<file path="src/rtl/param_seq_shifter.sv">
// Multi-step WIDTH-bit shift register: parallel load, then Count single-bit steps per Start.
// Define SHIFTER_ROTATE_EN to build the rotate datapath; otherwise Mode 10 acts as logical.
module param_seq_shifter #(
  parameter int WIDTH = 8,
  parameter int CNT_W = 4
) (
  input  logic             Clk,
  input  logic             Reset_n,
  input  logic             Load_n,
  input  logic [WIDTH-1:0] Load_Val,
  input  logic             Start,
  input  logic [CNT_W-1:0] Count,
  input  logic             Dir,
  input  logic [1:0]       Mode,
  input  logic             Ser_In,
  output logic [WIDTH-1:0] Q,
  output logic             Busy,
  output logic             Done,
  output logic             Ser_Out,
  output logic [1:0]       fsm_state
);

  typedef enum logic [1:0] {
    IDLE  = 2'd0,
    SHIFT = 2'd1,
    DONE  = 2'd2
  } state_t;

  localparam logic [CNT_W-1:0] CNT_ONE = {{(CNT_W-1){1'b0}}, 1'b1};

  state_t           st;
  logic [CNT_W-1:0] cnt;
  logic             dir_l;
  logic [1:0]       mode_l;
  logic             fill;
  logic             departing;
  logic [WIDTH-1:0] shifted;

  // Handshake: Start is accepted only in IDLE with Load_n high; Busy is high exactly in SHIFT,
  // Done is a one-cycle pulse exactly in DONE; no new Start is taken until back in IDLE.
  always_comb begin
    fill = 1'b0;
    case (mode_l)
      2'b01: fill = dir_l ? Q[WIDTH-1] : 1'b0;
`ifdef SHIFTER_ROTATE_EN
      2'b10: fill = dir_l ? Q[0] : Q[WIDTH-1];
`endif
      2'b11: fill = Ser_In;
      default: fill = 1'b0;
    endcase
    departing = dir_l ? Q[0] : Q[WIDTH-1];
    shifted   = dir_l ? {fill, Q[WIDTH-1:1]} : {Q[WIDTH-2:0], fill};
  end

  always_ff @(posedge Clk or negedge Reset_n) begin
    if (!Reset_n) begin
      st      <= IDLE;
      Q       <= '0;
      cnt     <= '0;
      dir_l   <= 1'b0;
      mode_l  <= 2'b00;
      Busy    <= 1'b0;
      Done    <= 1'b0;
      Ser_Out <= 1'b0;
    end else begin
      case (st)
        IDLE: begin
          if (!Load_n) begin
            Q <= Load_Val;
          end else if (Start) begin
            dir_l  <= Dir;
            mode_l <= Mode;
            if (Count == '0) begin
              st   <= DONE;
              Done <= 1'b1;
            end else begin
              cnt  <= Count;
              st   <= SHIFT;
              Busy <= 1'b1;
            end
          end
        end
        SHIFT: begin
          Q       <= shifted;
          Ser_Out <= departing;
          cnt     <= cnt - CNT_ONE;
          if (cnt == CNT_ONE) begin
            st   <= DONE;
            Busy <= 1'b0;
            Done <= 1'b1;
          end
        end
        DONE: begin
          Done <= 1'b0;
          st   <= IDLE;
        end
        default: begin
          st   <= IDLE;
          Busy <= 1'b0;
          Done <= 1'b0;
        end
      endcase
    end
  end

  assign fsm_state = st;

endmodule
</file>
<file path="config.mk">
export PLATFORM = sky130hd
export DESIGN_NAME = param_seq_shifter
export DESIGN_NICKNAME = d
export VERILOG_FILES = /design/src/rtl/param_seq_shifter.sv
export SDC_FILE = /design/constraint.sdc
export NUM_CORES = 1
export LEC_CHECK = 0
export CAP_MARGIN = 20
export CORE_MARGIN = 2
export CORE_UTILIZATION = 47
export CTS_CLUSTER_SIZE = 14
export DETAILED_ROUTE_END_ITERATION = 10
export GPL_ROUTABILITY_DRIVEN = 0
export GPL_TIMING_DRIVEN = 1
export PLACE_DENSITY_LB_ADDON = 0.08
export SYNTH_ARGS = -nofsm -noshare
export SYNTH_HDL_FRONTEND = slang
export SYNTH_SLANG_ARGS = --single-unit
</file>
<file path="constraint.sdc">
create_clock -name Clk -period 2.01 [get_ports Clk]
set_clock_uncertainty 0.05 [all_clocks]
set_input_delay 0.402 -clock Clk [delete_from_list [all_inputs] [get_ports Clk]]
set_output_delay 0.402 -clock Clk [all_outputs]
set_load 0.005 [all_outputs]
</file>
==> summary.md, run 1 <==
For this run, the detailed router's first-pass iteration total came to 4. The run gives 0.507 as the effective utilization at floorplan. Element type at the critical path start: a register. Number of I/O port buffers: 32. For the combinational power share, the log shows 0.526. The number of synthesized register bits is 20. The worst path in the final design needs a cycle of 1.81 ns, including I/O delays and setup. Across the run, the number of max-cap violations was 0.

The core region is 0.00228 mm^2. Entering global routing, the biggest net connects 21 pins. Antenna diode count: 0.

Synthesis produced a netlist whose cell count is 111. The total routing resource utilization after global routing came out at 0.222. From bottom edge to top edge, the die measures 53.6 um. The logs give 171 for the total number of nets in the final design and 3 for the number of buffers created by CTS.

Setup slack at placement: 0.118 ns. The tools report the warning count from the yosys run as 0. At the pin with the least slew margin, the transition time is 0.506 ns. The internal power of the cells totals 1.35 mW. The setup slack of the worst register-to-register path came out at 0.35 ns.

Largest incremental delay on the critical path: 0.55 ns. The tools report the sink count of the clock tree as 20. Summed over all nets, the switching power comes to 0.858 mW. Final clock period utilization by the worst path: 0.902. In the layout the commonest cells are 32 x sky130_fd_sc_hd__clkdlybuf4s50_1, 19 x sky130_fd_sc_hd__dfrtp_1, 11 x sky130_fd_sc_hd__nor3_1. For the worst setup path, the data required time is 1.56 ns.

The growth of design area from synthesis to finish is 35.3%, and the total length of routed wires is 2.77 mm. The number of antenna violations at the first check in global routing is 0, and the fill cell instance count of the final layout is 186. The worst path meets setup with 0.197 ns of slack.

The post-detailed-route count of antenna-violating nets is 0. Reg-to-reg critical path endpoint: Busy. The tools report the smallest hold slack as 0.382 ns. Launching point of the worst reg2reg path: cnt[1]. For the final core area utilization, the log shows 0.687. The worst setup path is of the reg -> out kind. In this run, post-CTS repair resized a total of 0 instances. 33 I/O pins were placed. In this run the worst path has a maximum fanout of 13. For the final-report hold violation count, the log shows 0. The run gives 0.433 as the sequential fraction of the synthesis area.

The flow ran to the end, and the final reports show no timing, DRC or antenna violations. The power density relative to cell area is 1410 mW/mm^2. Die footprint: 0.00287 mm^2. The proportion of layout cells with a drive suffix above 1 came out at 0.129.

The first global-routing pass estimated 4.57 mm of wire. The CTS clock-pin slew for the worst setup and hold paths was 0.11 ns. The first routing iteration left 18 violations. The tools report the detailed-route via count as 1,037.

Leaving out fill and tap cells, the most frequent cell in the layout is sky130_fd_sc_hd__clkdlybuf4s50_1. The logs give 133 for the synthesized net count and 33 for the count of unique library cells instantiated by Yosys. The number of setup buffers added after CTS is 0. For the worst flop-to-flop path, the logic depth is 5. The critical path goes through clkdlybuf4s50_1. The share of total power consumed by net switching was 0.389.

TritonCTS built the clock tree. The number of H-tree branching levels was 1. At the worst endpoint, the arrival time is 1.36 ns. Path category of the worst min-delay check: in -> async.

The proportion of power drawn by the clock network was 0.086. The share of power burned in registers was 0.388; the post-synth design cell area was 0.00115 mm^2. The overall power after layout was 2.21 mW. Sum of buffers and inverters on the critical path: 1.

From left edge to right edge, the die measures 53.6 um. The root buffer cell chosen for the clock tree is sky130_fd_sc_hd__clkbuf_4. Setup repair after global routing left no endpoint under its margin. The analysis attributes to cell leakage a power of 0.640 nW. The count of final setup violators is 0, and the average wire length per cell after detail routing is 15.9 um. For this run, design rule violations remaining after detail routing come to 0.

The number of global-route vias before repair came out at 990. The slowest stage of the critical path is the sky130_fd_sc_hd__clkdlybuf4s50_1 cell. The worst setup path is captured at an output pin. The per-instance average area after synthesis was 10.4 um^2; the accumulated negative setup slack was 0 ns. Buffers inserted to repair hold after CTS numbered 0.

The critical path's top delay family was buffers and inverters. The later pin in the worst-skew pair is clocked with a latency of 0.29 ns. The maximum clock frequency was 552 MHz; the maximum clock insertion buffer count was 2.

The via density per instance is 5.93. The detailed placer's ending HPWL is 2.09 mm. The floorplan has 17 rows.

The headroom to the max-slew limit is 0.663, and the maximum vdd ir drop is 0.927 mV. For the final max-slew violation count, the log shows 0. The tools report the residual overflow from global routing as 0.
==> power by group through the flow <==
stage                     Clock (mW)  Sequential, mW  Combinational [mW]
after floorplan                    0           0.775               0.745
after global placement             0           0.848                1.12
after detailed placement           0           0.859                1.16
after CTS                      0.196           0.851                1.17
after global routing           0.217           0.890                1.29
final                          0.191           0.857                1.16
==> per-layer routing <==
layer  vias up  GRT usage  wire, um
li1        495          -         -
met1       504      0.305      1300
met2        32      0.354      1310
met3         6     0.0417       132
met4         0     0.0684        31
met5         -          0         0
==> final cells by class <==
cell class,instances,area (um^2),share of cell area
Timing Repair Buffer,40,380,0.243
Multi-Input combinational cell,79,604,0.387
Inverter,5,18.8,0.0120
Tap cell,28,35.0,0.0224
Clock buffer,3,22.5,0.0144
Sequential cell,20,502,0.321
==> per-stage QoR <==
stage	instances	instance area, um^2
global placement	172	1540
floorplan	111	1150
CTS	175	1560
global route	175	1560
detailed placement	172	1540
finish	175	1560
==> state kept, by name (all words and copies together) (netlist names) <==
register   cells
Done           1
mode_l         2
Busy           1
fsm_state      2
dir_l          1
Q              8
Ser_Out        1
cnt            4
==> cell families (layout without fill, tap and decap cells) <==
group / count (synthesis) / after routing / share of synthesized area
simple gates: 33 / 33 / 0.179
mux: 12 / 12 / 0.108
flops: 20 / 20 / 0.433
buf+inv: 12 / 48 / 0.0433
compound gates: 32 / 32 / 0.215
fa+ha+maj: 2 / 2 / 0.0217
==> worst max-delay path by stage <==
stage | start | to | slack [ns] | cells past startpoint
3_5_place_dp | Start | mode_l[0] | 0.12 | 4
4_1_cts | fsm_state[0] | fsm_state[0] | 0.05 | 1
3_3_place_gp | Start | mode_l[1] | 0.17 | 4
5_1_grt | fsm_state[0] | fsm_state[0] | 0.12 | 1
6_report | fsm_state[0] | fsm_state[0] | 0.20 | 1
2_1_floorplan | cnt[1] | Busy | 0.46 | 5
==> cell usage after synthesis <==
cell type / instances / area share
sky130_fd_sc_hd__o31ai_1: 2 / 0.013
sky130_fd_sc_hd__nand2b_1: 2 / 0.011
sky130_fd_sc_hd__nor4_4: 1 / 0.018
sky130_fd_sc_hd__o211ai_1: 1 / 0.0065
sky130_fd_sc_hd__nor3b_1: 1 / 0.0065
sky130_fd_sc_hd__mux2_2: 4 / 0.039
sky130_fd_sc_hd__a2bb2oi_1: 1 / 0.0076
sky130_fd_sc_hd__o311ai_0: 3 / 0.023
sky130_fd_sc_hd__a22oi_1: 1 / 0.0065
sky130_fd_sc_hd__a31oi_1: 2 / 0.011
sky130_fd_sc_hd__nand3_1: 5 / 0.022
sky130_fd_sc_hd__buf_1: 1 / 0.0032
sky130_fd_sc_hd__buf_2: 4 / 0.017
sky130_fd_sc_hd__nor2_1: 1 / 0.0032
sky130_fd_sc_hd__o21ai_0: 2 / 0.0087
sky130_fd_sc_hd__nand2_1: 3 / 0.0098
sky130_fd_sc_hd__ha_1: 2 / 0.022
sky130_fd_sc_hd__and2_1: 1 / 0.0054
sky130_fd_sc_hd__and2b_1: 1 / 0.0065
sky130_fd_sc_hd__o22a_1: 8 / 0.061
sky130_fd_sc_hd__dfrtp_1: 20 / 0.43
sky130_fd_sc_hd__nor3_1: 11 / 0.048
sky130_fd_sc_hd__nor2b_1: 3 / 0.016
sky130_fd_sc_hd__nand4b_1: 1 / 0.0076
sky130_fd_sc_hd__a311oi_1: 1 / 0.0076
sky130_fd_sc_hd__o32ai_1: 1 / 0.0076
sky130_fd_sc_hd__clkbuf_1: 2 / 0.0065
sky130_fd_sc_hd__mux2i_1: 8 / 0.069
sky130_fd_sc_hd__a2111oi_4: 1 / 0.024
sky130_fd_sc_hd__and3b_1: 2 / 0.015
sky130_fd_sc_hd__a21oi_1: 9 / 0.039
sky130_fd_sc_hd__inv_1: 5 / 0.016
sky130_fd_sc_hd__or3b_4: 1 / 0.0098
No activity file was read; power rests on OpenSTA's default activity.
==> inputs of run 2 (changes only) <==
Settings changed: CORE_UTILIZATION 47 to 50.
Clock period 2.01 ns to 2.2 ns, I/O delays scaled along.
==> summary.md, run 2 (synthesis gave the netlist of run 1 again) <==
Final clock period utilization by the worst path: 0.906. For this block, the routed nets add up to 2.76 mm of wire. TritonCTS built the clock tree. In the final routed layout, each cell accounts on average for 15.7 um. Buffers added to address setup during post-CTS repair amount to 0. The area of the placeable core is 0.00219 mm^2, and the number of antenna violations at the first check in global routing is 0.

For this run, design rule violations remaining after detail routing come to 0. The most frequent standard cell in the layout excluding fill and tap cells is sky130_fd_sc_hd__clkdlybuf4s50_1. The tools report the first-pass GRT wire length as 4.51 mm. Setup repair after global routing left no endpoint under its margin.

The flow ran to the end, and the final reports show no timing, DRC or antenna violations. From synthesis to final layout, the design area changed by 36.4%. The number of cells on the worst reg-to-reg path is 5, and the die footprint is 0.00271 mm^2. The run gives 0 as the post-detailed-route count of antenna-violating nets. The tools report the kind of end point of the critical path as an output pin. Headroom to the max-slew limit: 0.656. The largest registers in the layout are Q (8), cnt (4). The logs give 0.648 nW for the static leakage power and 0 for the post-cts hold buffer count. In this run, CTS created clock tree buffers numbering 3. The run gives 0 as the antenna diode count. The total routing resource utilization after global routing came out at 0.227. The worst register-to-register path ends at Busy. Of all nets on the critical path, the largest fanout is 12.

The setup slack at placement is 0.227 ns, and the number of H-tree branching levels is 1. At the pin with the least slew margin, the transition time is 0.517 ns. Critical path's top delay family: flip-flops. Based on the critical path, the design can be clocked at up to 501 MHz. Entering global routing, the biggest net connects 21 pins. No sink is reached through more buffers than the 2 on the longest clock path. The vertical die dimension was 52.1 um; the initial DRC count was 14.

The tool flagged a number of max-cap violations equal to 0. The clock latency on the worst-skew pair came out at 0.31 ns. The largest incremental delay on the critical path is 0.61 ns, and the final-report hold violation count is 0. The startpoint identified for the worst register-to-register timing path is cnt[1]. The logs give 0.527 for the effective utilization at floorplan and 2.03 mm for the detailed placer's ending HPWL. The fill cell instance count of the final layout was 170.

The signal arrival time at the worst endpoint came out at 1.50 ns. The accumulated negative setup slack came out at 0 ns. The count of boundary I/O pins was 33.

For the setup slack of the worst register-to-register path, the log shows 0.54 ns. The sum of buffers and inverters on the critical path is 1, and the flip-flop count of the largest register, all copies and words added is 8. Setup violations remaining at the end of the flow were counted as 0.

The minimum period implied by the final worst setup slack came out at 1.99 ns. The startpoint of the most critical setup path is fsm_state[0]. For the worst setup path, the data required time is 1.71 ns.

Walking the worst path, the cells encountered are clkdlybuf4s50_1. The tools report the final max-slew violation count as 0. Gates resized during post-CTS repair numbered 0.

The multi-input combinational cells in the finished layout cover a total of 604 um^2. The residual overflow from global routing was 0. The register with the most flip-flops is Q. Counting every sink on the clock net gives 20. In the final design database the tool counted 171 nets. Root buffer cell: sky130_fd_sc_hd__clkbuf_4.

The number of global-route vias before repair is 947. The critical path class is reg -> out. The number of I/O port buffers is 32, and the proportion of layout cells with a drive suffix above 1 is 0.128. Leaving out fill and tap cells, the most frequent cells in the layout are 32 x sky130_fd_sc_hd__clkdlybuf4s50_1, 20 x sky130_fd_sc_hd__dfrtp_1, 11 x sky130_fd_sc_hd__nor3_1.

Clock-pin slew was measured on the worst setup and hold paths at 0.12 ns. The run gives 1,042 as the detailed-route via count. The via density per instance came out at 5.92. The path category of the worst min-delay check was in -> async.

From left edge to right edge, the die measures 52.1 um. For this design the ratio of total power to cell area is 1300 mW/mm^2. The logs give 4 for the number of detailed-route iterations in the first pass and 0.206 ns for the worst path setup slack after routing. The flip-flop and latch area is 500 um^2. Slowest stage cell on the critical path: sky130_fd_sc_hd__dfrtp_1. The site row count was 17; the maximum vdd ir drop was 0.708 mV. The element type at the critical path start was a register.
==> run 2: changes by cell type in the layout (fill, tap and decap cells not counted), sizes merged <==
cell	before	now
clkbuf	3	4
==> run 2: layout make-up <==
type | instances | share of cell area
Tap cell | 28 | 0.0222
Timing Repair Buffer | 40 | 0.241
Clock buffer | 4 | 0.0230
Sequential cell | 20 | 0.318
Inverter | 5 | 0.0119
Multi-Input combinational cell | 79 | 0.384
==> run 2: stage by stage <==
step / hold WS (ns) / utilization / std cells / total power, mW / area (um^2)
after global placement: 0.413 / 0.702 / 172 / 1.80 / 1540
final: 0.406 / 0.719 / 176 / 2.05 / 1580
after detailed placement: 0.431 / 0.702 / 172 / 1.84 / 1540
after floorplan: 0.0944 / - / 111 / 1.39 / 1150
after CTS: 0.402 / 0.719 / 176 / 2.06 / 1580
after global routing: 0.428 / 0.719 / 176 / 2.21 / 1580
==> run 2: power breakdown <==
group	switching [mW]	internal [mW]	total, mW
combinational	0.432	0.621	1.05
sequential	0.230	0.547	0.777
clock	0.120	0.101	0.221
total	0.781	1.27	2.05
==> run 2: layer usage <==
metal | GRT usage | share of wire | vias up
li1 | - | - | 500
met1 | 0.324 | 0.46 | 507
met2 | 0.340 | 0.48 | 31
met3 | 0.0374 | 0.045 | 4
met4 | 0.0921 | 0.013 | 0
met5 | 0 | 0 | -
==> run 2: worst max path at each step <==
stage               slack, ns            to  cells after the start
finish                   0.21  fsm_state[0]                      1
detailed placement       0.23        cnt[0]                      5
global placement         0.29          Done                      4
floorplan                0.65          Busy                      5
global route             0.15  fsm_state[0]                      1
CTS                      0.21  fsm_state[0]                      1
==> inputs of run 3 (changes only) <==
Settings changed: CORE_MARGIN 2 to not set.
==> summary.md, run 3 (synthesis gave the netlist of run 1 again) <==
For this run, design rule violations remaining after detail routing come to 0. The share of total power consumed by net switching was 0.379. The area of the placeable core is 0.00219 mm^2.

Reg-to-reg critical path endpoint: Busy. The share of power burned in registers was 0.378; the power density relative to cell area was 1300 mW/mm^2. The kind of cell with the highest combined delay along the critical path is flip-flops. In the final layout, the registers with the most flip-flops are Q (8), cnt (4). In this run the worst hold path is classified as in -> async. Summed over all nets, the half-perimeter wirelength after detailed placement is 2.01 mm.

Before antenna repair, the detailed router went through 4 iterations. The die is 50.1 um wide. The smallest clock period supported by the final layout is computed as 1.94 ns. The number of cells on the worst reg-to-reg path was 5. For the pin with the worst max-slew slack, the measured transition is 0.530 ns. The top cell types in the final layout, fill and taps aside, are 32 x sky130_fd_sc_hd__clkdlybuf4s50_1, 20 x sky130_fd_sc_hd__dfrtp_1, 11 x sky130_fd_sc_hd__nor3_1.

Buffers added to address setup during post-CTS repair amount to 0. The tools report the number of antenna violations at the first check in global routing as 0. Dividing the detail-routed wire length by the instance count gives 15.2 um.

Data on the critical path arrives at its endpoint at 1.45 ns. The final clock period utilization by the worst path is 0.881. The worst setup path is launched from a register. The largest incremental delay on the critical path is 0.58 ns, and the headroom to the max-slew limit is 0.647. The setup slack of the worst register-to-register path was 0.52 ns; the accumulated negative setup slack was 0 ns.

After the first detailed-routing iteration, the DRC count stood at 25. Maximum vdd ir drop: 0.819 mV. The flip-flop count of the largest register, all copies and words added is 8, and the proportion of layout cells with a drive suffix above 1 is 0.128.

The site row count came out at 17. The proportion of power drawn by the clock network came out at 0.105. For the die footprint, the log shows 0.00251 mm^2. Growth of design area from synthesis to finish: 36.4%. CTS placed an instance of sky130_fd_sc_hd__clkbuf_4 at the clock tree root. The detail route stage leaves a number of antenna-violating nets equal to 0. The sum of buffers and inverters on the critical path is 1, and the total number of nets in the final design is 171. In this run the worst setup path begins at fsm_state[0]. The maximum clock frequency is 516 MHz, and the final max-slew violation count is 0.

The number of buffers created by CTS came out at 3. The number of stages on the worst setup path came out at 1. Effective utilization at floorplan: 0.527. The most frequent standard cell in the layout excluding fill and tap cells was sky130_fd_sc_hd__clkdlybuf4s50_1. Across the run, the number of max-cap violations was 0. The flow ran to the end, and the final reports show no timing, DRC or antenna violations.

Traced cell by cell, the critical path runs through clkdlybuf4s50_1. The via density per instance works out to 5.77. The residual overflow from global routing was 0. The logs give 0.517 for the combinational power share and 0.228 for the total routing resource utilization after global routing.

The run gives 992 as the number of global-route vias before repair. The run gives 1,015 as the detailed-route via count. The total cell area at the placement stage was 0.00154 mm^2. Entering global routing, the biggest net connects 21 pins. The first global-routing pass estimated 4.35 mm of wire. The tools report the count of final setup violators as 0.

The kind of end point of the critical path was an output pin. The logs give 0 for the final-report hold violation count and 1.27 mW for the internal power component. The capture point of the critical path is fsm_state[0]. The vertical die dimension works out to 50.1 um. The register with the most flip-flops was Q. The reported net switching power was 0.774 mW.

Setup repair after global routing left no endpoint under its margin. The run gives 0 as the antenna diode count. At the worst endpoint, the required time is 1.71 ns. Summed over all layers, the routed wires come to 2.67 mm. 33 I/O pins were placed.

The setup path with the least slack is of type reg -> out. The number of I/O port buffers is 32, and the CTS clock-pin slew for the worst setup and hold paths is 0.12 ns. TritonCTS built the clock tree.

The post-cts hold buffer count came out at 0. The maximum clock insertion buffer count came out at 2. Summed over all cells, the static leakage comes to 0.648 nW.

Clock tree synthesis found a total of 20 sinks. The run gives 1 as the number of H-tree branching levels. The tools report the clock latency on the worst-skew pair as 0.29 ns. The worst register-to-register path begins at cnt[1].

For the post-cts repair resize count, the log shows 0. The slowest stage cell on the critical path is sky130_fd_sc_hd__dfrtp_1. The final cell area excluding filler cells is 0.00158 mm^2, and the maximum fanout along the worst path is 11.
-- run 3: cell counts in the layout (fill, tap and decap cells not counted) --
Identical to the previous run, type by type.
-- run 3: final cells by class --
cell class              count  area [um^2]
clock buffers               4         36.3
well taps                  28         35.0
inverters                   5         18.8
flip-flops and latches     20          500
multi-input cells          79          604
fillers                   166          616
repair buffers             40          380
-- run 3: metal layers --
metal  vias up  global-route usage  routed length, um
met5         -                   0                  0
met4         0              0.0714                 14
met3         2              0.0370                108
met2        31               0.398               1340
met1       482               0.281               1210
li1        500                   -                  -
-- run 3: how the worst min path moves through the flow --
stage	startpoint	to	slack, ns
global placement	Ser_Out	Ser_Out	0.41
floorplan	Reset_n	Busy	0.09
detailed placement	Done	Done	0.43
global route	Reset_n	cnt[2]	0.44
CTS	Reset_n	cnt[2]	0.42
finish	Reset_n	cnt[2]	0.41
-- run 3: per-stage QoR --
stage | std cells | utilization | worst slack [ns] | power (mW) | hold WS [ns]
after global placement | 172 | 0.702 | 0.290 | 1.79 | 0.413
after floorplan | 111 | - | 0.655 | 1.39 | 0.0944
after global routing | 176 | 0.719 | 0.201 | 2.20 | 0.439
final | 176 | 0.719 | 0.261 | 2.04 | 0.412
after detailed placement | 172 | 0.702 | 0.251 | 1.84 | 0.431
after CTS | 176 | 0.719 | 0.253 | 2.06 | 0.417
-- run 3: power by group through the flow --
stage,registers (mW),clock network [mW],logic (mW)
after detailed placement,0.782,0,1.06
after floorplan,0.708,0,0.680
after global placement,0.767,0,1.02
final,0.772,0.215,1.06
after global routing,0.803,0.233,1.16
after CTS,0.772,0.221,1.06
